$ cat config.mk
export PLATFORM = sky130hd
export DESIGN_NAME = cpu_control_unit
export DESIGN_NICKNAME = d
export VERILOG_FILES = /design/src/rtl/cpu_control_unit.sv
export SDC_FILE = /design/constraint.sdc
export NUM_CORES = 1
export LEC_CHECK = 0
export CAP_MARGIN = 40
export CORE_UTILIZATION = 35
export DETAILED_ROUTE_END_ITERATION = 8
export PLACE_DENSITY = 0.66
export SYNTH_ARGS = -nofsm -noshare
export SYNTH_HDL_FRONTEND = slang
export SYNTH_SLANG_ARGS = --single-unit
$ cat constraint.sdc
create_clock -name clk -period 3.05 [get_ports clk]
set_clock_uncertainty 0.1 [all_clocks]
set_input_delay 0.305 -clock clk [delete_from_list [all_inputs] [get_ports clk]]
set_output_delay 0.305 -clock clk [all_outputs]
set_load 0.01 [all_outputs]
$ cat src/rtl/cpu_control_unit.sv
// Multi-cycle fetch/execute controller: PC, IR, 8x4 register file, 4-bit ALU.
// Ports: clk/reset, start, instr (ROM at pc), dm_* memory side, dbg_sel/dbg_data, halted.
module cpu_control_unit #(
  parameter int DATA_WIDTH = 4,
  parameter int ADDR_WIDTH = 4,
  parameter int PC_WIDTH   = 4
) (
  input  logic                  clk,
  input  logic                  reset,
  input  logic                  start,
  input  logic [11:0]           instr,
  output logic [PC_WIDTH-1:0]   pc,
  output logic [ADDR_WIDTH-1:0] dm_address,
  output logic [DATA_WIDTH-1:0] dm_write_data,
  output logic                  dm_write_enable,
  output logic                  dm_read_enable,
  input  logic [DATA_WIDTH-1:0] dm_read_data,
  input  logic [2:0]            dbg_sel,
  output logic [DATA_WIDTH-1:0] dbg_data,
  output logic                  halted
);

  typedef enum logic [2:0] {
    S_IDLE,
    S_FETCH,
    S_EXEC,
    S_MEM_WAIT,
    S_HALT
  } state_t;

  state_t state, state_nxt;

  logic [11:0]           ir;
  logic [DATA_WIDTH-1:0] regs [8];

  logic [2:0] op, rd, rs1, rs2;
  logic [3:0] imm;

  assign op  = ir[11:9];
  assign rd  = ir[8:6];
  assign rs1 = ir[5:3];
  assign rs2 = ir[2:0];
  assign imm = ir[3:0];

  logic is_load, is_store, is_add;
  logic is_sub, is_ldi, is_halt;

  assign is_load  = (op == 3'b001);
  assign is_store = (op == 3'b010);
  assign is_add   = (op == 3'b011);
  assign is_sub   = (op == 3'b100);
  assign is_ldi   = (op == 3'b101);
  assign is_halt  = (op == 3'b111);

  always_ff @(posedge clk) begin
    if (reset) state <= S_IDLE;
    else       state <= state_nxt;
  end

  always_comb begin
    state_nxt = state;
    unique case (state)
      S_IDLE:     if (start) state_nxt = S_FETCH;
      S_FETCH:    state_nxt = S_EXEC;
      S_EXEC: begin
        unique case (1'b1)
          is_load: state_nxt = S_MEM_WAIT;
          is_halt: state_nxt = S_HALT;
          default: state_nxt = S_FETCH;
        endcase
      end
      S_MEM_WAIT: state_nxt = S_FETCH;
      S_HALT:     state_nxt = S_HALT;
      default:    state_nxt = S_IDLE;
    endcase
  end

  logic                  reg_we;
  logic [DATA_WIDTH-1:0] reg_wd;

  // ALU and load writeback share a single register write port.
  always_comb begin
    reg_we = 1'b0;
    reg_wd = '0;
    if (state == S_EXEC) begin
      unique case (1'b1)
        is_add: begin
          reg_we = 1'b1;
          reg_wd = regs[rs1] + regs[rs2];
        end
        is_sub: begin
          reg_we = 1'b1;
          reg_wd = regs[rs1] - regs[rs2];
        end
        is_ldi: begin
          reg_we = 1'b1;
          reg_wd = DATA_WIDTH'(imm);
        end
        default: ;
      endcase
    end else if (state == S_MEM_WAIT) begin
      reg_we = 1'b1;
      reg_wd = dm_read_data;
    end
  end

  always_ff @(posedge clk) begin
    if (reset) begin
      pc <= '0;
      ir <= '0;
      for (int i = 0; i < 8; i++) regs[i] <= '0;
    end else begin
      if (state == S_FETCH) begin
        ir <= instr;
        pc <= pc + PC_WIDTH'(1);
      end
      if (reg_we) regs[rd] <= reg_wd;
    end
  end

  // Strobes are gated by reset so a reset during a STORE never writes.
  always_comb begin
    dm_address      = '0;
    dm_write_data   = '0;
    dm_write_enable = 1'b0;
    dm_read_enable  = 1'b0;
    if (!reset && state == S_EXEC) begin
      if (is_store) begin
        dm_write_enable = 1'b1;
        dm_address      = ADDR_WIDTH'(imm);
        dm_write_data   = regs[rd];
      end else if (is_load) begin
        dm_read_enable = 1'b1;
        dm_address     = ADDR_WIDTH'(imm);
      end
    end
  end

  assign dbg_data = regs[dbg_sel];
  assign halted   = (state == S_HALT);

endmodule

# Word-level counts from Yosys, hierarchy flattened
# Memories as Yosys holds them, arrays and structs flattened. A register that Yosys moved wholly into a read port is not among the register bits.
# Cells that the tools add are included.
[op_classes]
n_addsub = 3
eq_ne = 11
n_mux = 33
reduce_logical = 5
[ops]
columns = ["cell", "count"]
rows = [
  ["4-bit 2-to-1 mux", 8],
  ["3-bit 2-to-1 mux", 8],
  ["3-bit one-hot mux with 5 select lines", 1],
  ["1-bit 2-to-1 mux", 14],
  ["3-bit by 2-bit == test with 1-bit output (second input constant)", 4],
  ["3-bit == test (second input constant)", 4],
  ["4-bit one-hot mux with 3 select lines", 1],
  ["3-bit by 1-bit == test with 1-bit output (second input constant)", 2],
  ["3-bit one-hot mux with 2 select lines", 1],
  ["4-bit by 1-bit adder with 4-bit output (second input constant)", 1],
  ["4-bit adder", 1],
  ["4-bit OR reduction", 1],
  ["4-bit subtractor", 1],
  ["3-bit logical NOT", 1],
  ["3-bit OR reduction", 1],
  ["2-bit inequality test (second input constant)", 1],
  ["1-bit logical AND", 1],
  ["1-bit logical NOT", 1],
]
[word_totals]
register_bits = 19
ram_bits = 32
inputBits = 22
out_inout_bits = 19
wordCells = 56
mem_count = 1
[memory_table]
columns = ["memory", "words", "word_bits", "read_ports", "rd_ports_with_merged_regs", "write_ports", "line_no", "text"]
rows = [
  ["regs", 8, 4, 4, 3, 8, "34", "logic [DATA_WIDTH-1:0] regs [8];"],
]

# Logic depth before layout (Yosys ltp)
[logic_depth]
depth_word = 9
ltp_mapped = 13
mapped_depth_nobuf = 12

# Worst setup path after synthesis
# No wires, ideal clock.
[synth_timing]
kind = "flip-flop to flip-flop"
startpoint = "reg with a tool-made name"
endpoint = "mem regs[0][1] (data pin)"
setup_time_ns = 0.272
t_arrival_ns = 2.824
required_time_ns = 2.678
setup_slack_ns = -0.146
stages_incl_launch_ff = 13
n_path_buf = 1
synth_period_minus_slack_ns = 3.196
cell_sequence = "dfxtp_1 -> buf_2 -> mux4_2 -> mux2i_1 -> ha_1 -> nor2_1 -> a21oi_1 -> fa_1 -> nor2_1 -> a21oi_1 -> o22ai_1 -> o211ai_1 -> nor2_1"
[synth_rtl]
columns = ["element", "line_no"]
rows = [
  ["end: declaration", "34"],
]

==> metrics.cfg <==
[synth]
yosysUniqueCellTypes = 40
avgSynthCellArea_um2 = 11.4
yosysSeqAreaShare_pct = 43.7
netlist_area_um2 = 3480
syn_inst = 306
ys_ff_latch = 60
synth_area_leaders = edfxtp_1 (28%), mux4_2 (18%), dfxtp_1 (16%)
ys_warn_count = 0
synth_nets = 334
synth_top_area_cell = edfxtp_1
synth_top_area_share_pct = 27.6

[outcome]
status = finished with violations
violations = DRC, setup timing

[global_routing]
grt_max_degree = 27
first_global_vias = 2636
overflow = 0
grt_use_met1_pct = 24.2
track_usage_pct = 18.7
antenna_found_initial = 0
met2_usage_pct = 29.4
grt_pass1_wl_um = 14000
top_usage_layer = met2
use_met3_pct = 4.28

[final_layout]
final_layout_size_suffix_gt1_share_pct = 27.7
syn2layout_area_growth_pct = 29.6
postLayoutCellArea_um2 = 4510
nets = 405
antennaDiodeCount = 0

[placement]
port_buffers = 40
post-place-ws_ns = -0.231
dp_hpwl_um = 6880
placed_area_um2 = 4250
place_congestion = 0.885

[floorplan]
die_width_um = 102
placeableCoreArea_um2 = 9730
io_pins = 41
fp.dieArea_um2 = 10400
die_h_um = 102
rows = 36
initial_core_util_pct = 35.8

[worst_setup_path]
cp_slowest_stage_delay_ns = 0.52
slowest_stage = mux4_2
crit_fanout = 8
endpoint_kind = flop
crit_arrival_ns = 3.18
criticalPathCategory = reg -> reg
critPathRequiredTime_ns = 3.03
cp-start-kind = flop
crit_chain = mux4_2 -> mux2i_4 -> ha_1 -> nor2_2 -> a21oi_2 -> inv_1 -> ha_4 -> a21o_1 -> a21oi_2 -> xnor3_2 -> mux2i_4 -> buf_12 -> a21oi_1
ff2ff_setup_slack_ns = -0.16

[min_path]
hold_path.class = reg -> reg

[sta]
fmax_mhz = 312
rsz0062_at_grt = true
min_period_ns = 3.21
fin_ws_ns = -0.155
slew_headroom_pct = 58.0
tightest_slew_ns = 0.629
fin_crit_sh_pct = 105
maxSlewViolCount = 0
setup-violations-final = 24
finalHoldViolCount = 0

[routing]
routed_wl_um = 9050
viasPerCell = 5.24
first_iter_violations = 281
firstDrtPassIters = 7
vias = 2701
wire_per_inst_um = 17.6
final_antenna_net_count = 0
drc = 1

[power]
peakVddDrop_mv = 0.301
power.density_nw_per_um2 = 428
cellLeakagePower_nw = 1.56

[clock_tree]
cts_hold_buffers = 0
cts.sinks = 60
path_clk_slew_ns = 0.06
root_buffer = clkbuf_8
cts_tree = built
cts_made_buffers = 9
cts.htree.levels = 3
cts_buffer_depth = 2
clkLatencyLatePin_ns = 0.34

[run]
drv_cap = 0

-- Yosys cell counts --
master,number
buf_6,2
a21boi_0,1
mux2i_4,1
nand3_1,4
a21oi_1,27
mux2i_1,11
and2_1,6
edfxtp_1,32
dfxtp_1,28
nor3_1,4
nor2_1,43
buf_1,1
xnor2_1,1
a41oi_1,1
nand2b_1,13
or2_2,1
ha_1,5
inv_1,6
o211ai_1,3
mux4_1,4
nand4_1,1
a21o_1,1
nand3b_1,1
nor2b_1,5
o221ai_1,1
o22ai_1,2
xor2_1,4
fa_1,1
o21ai_0,2
mux4_2,28
a31o_2,1
clkbuf_1,13
and2b_1,1
nand2_1,38
xnor3_2,1
buf_2,2
a31oi_1,1
o31ai_1,1
mux2_2,6
or3_1,2
-- through the flow --
stage          util (%)  total power (W)  instances  hold WS, ns  TNS, ns
2_1_floorplan         -          0.00119        306        0.336   -0.530
3_3_place_gp       43.7          0.00133        495        0.345    -3.61
3_5_place_dp       43.7          0.00134        495        0.360    -4.37
4_1_cts            45.8          0.00193        512        0.361    -2.11
5_1_grt            46.4          0.00201        515        0.387    -5.61
6_report           46.4          0.00193        515        0.361    -2.19
-- critical path: cells and delay by family (launching register included) --
kind            cells  cell delay (ns)
flops               1             0.43
fa+ha+maj           2             0.46
simple gates        1             0.10
compound gates      4             0.40
buf+inv             2             0.26
mux                 3             0.90
xor+xnor            1             0.29
-- report_power, final --
part / switching (W) / internal (W) / total, W
clock: 0.000301 / 0.000289 / 0.000590
sequential: 0.0000457 / 0.000884 / 0.000930
combinational: 0.000179 / 0.000233 / 0.000413
-- path summary, 6_finish.rpt --
check             start          to  cells after the start
max          regs[6][0]  regs[7][3]                     13
min               ir[5]        flop                      2
max reg2reg  regs[6][0]  regs[7][3]                     13
min reg2reg       ir[5]        flop                      2
-- layout make-up --
type	instances	area, µm²
clock buffer	11	131
clock inverter	5	28.8
fill	918	5220
inverter	6	22.5
multi-input combinational	222	1920
sequential	60	1520
tap	133	166
timing repair buffer	78	723
-- cell usage in the layout, fill, tap and decap left out, types with 4 or more instances in the layout --
cell type	count
nand2_1	38
nor3_1	4
dfxtp_1	26
clkdlybuf4s50_1	40
nor2_1	40
mux2_2	6
and2_1	6
edfxtp_1	32
mux2i_1	9
buf_4	35
inv_1	6
nand2b_1	13
nand3_1	4
clkbuf_8	9
a21oi_1	21
a21oi_2	6
mux4_2	30
nor2b_1	5
xor2_1	4
-- cell families after synthesis --
logic type	Yosys count	share of synthesized area (%)
AND/OR/NAND/NOR	119	15.3
multiplexers	50	26.9
XOR/XNOR	6	1.94
adder cells (fa/ha/maj)	6	2.37
AO/OA/AOI/OAI	41	6.75
flip-flops	60	43.7
buffers and inverters	24	3.09
-- per-layer routing --
| layer | wire length [µm] | vias up |
|---|---|---|
| met5 | 0 | - |
| met4 | 304 | 0 |
| met3 | 569 | 24 |
| met2 | 4230 | 131 |
| met1 | 3950 | 1282 |
| li1 | - | 1264 |
-- repair_timing --
action / in CTS / in global routing
resized for setup: 10 / 4
pin swaps: 6 / 1
setup endpoints to repair: 24 / 24
buffers inserted: 1 / 3
No activity file was read; power rests on OpenSTA's default activity.
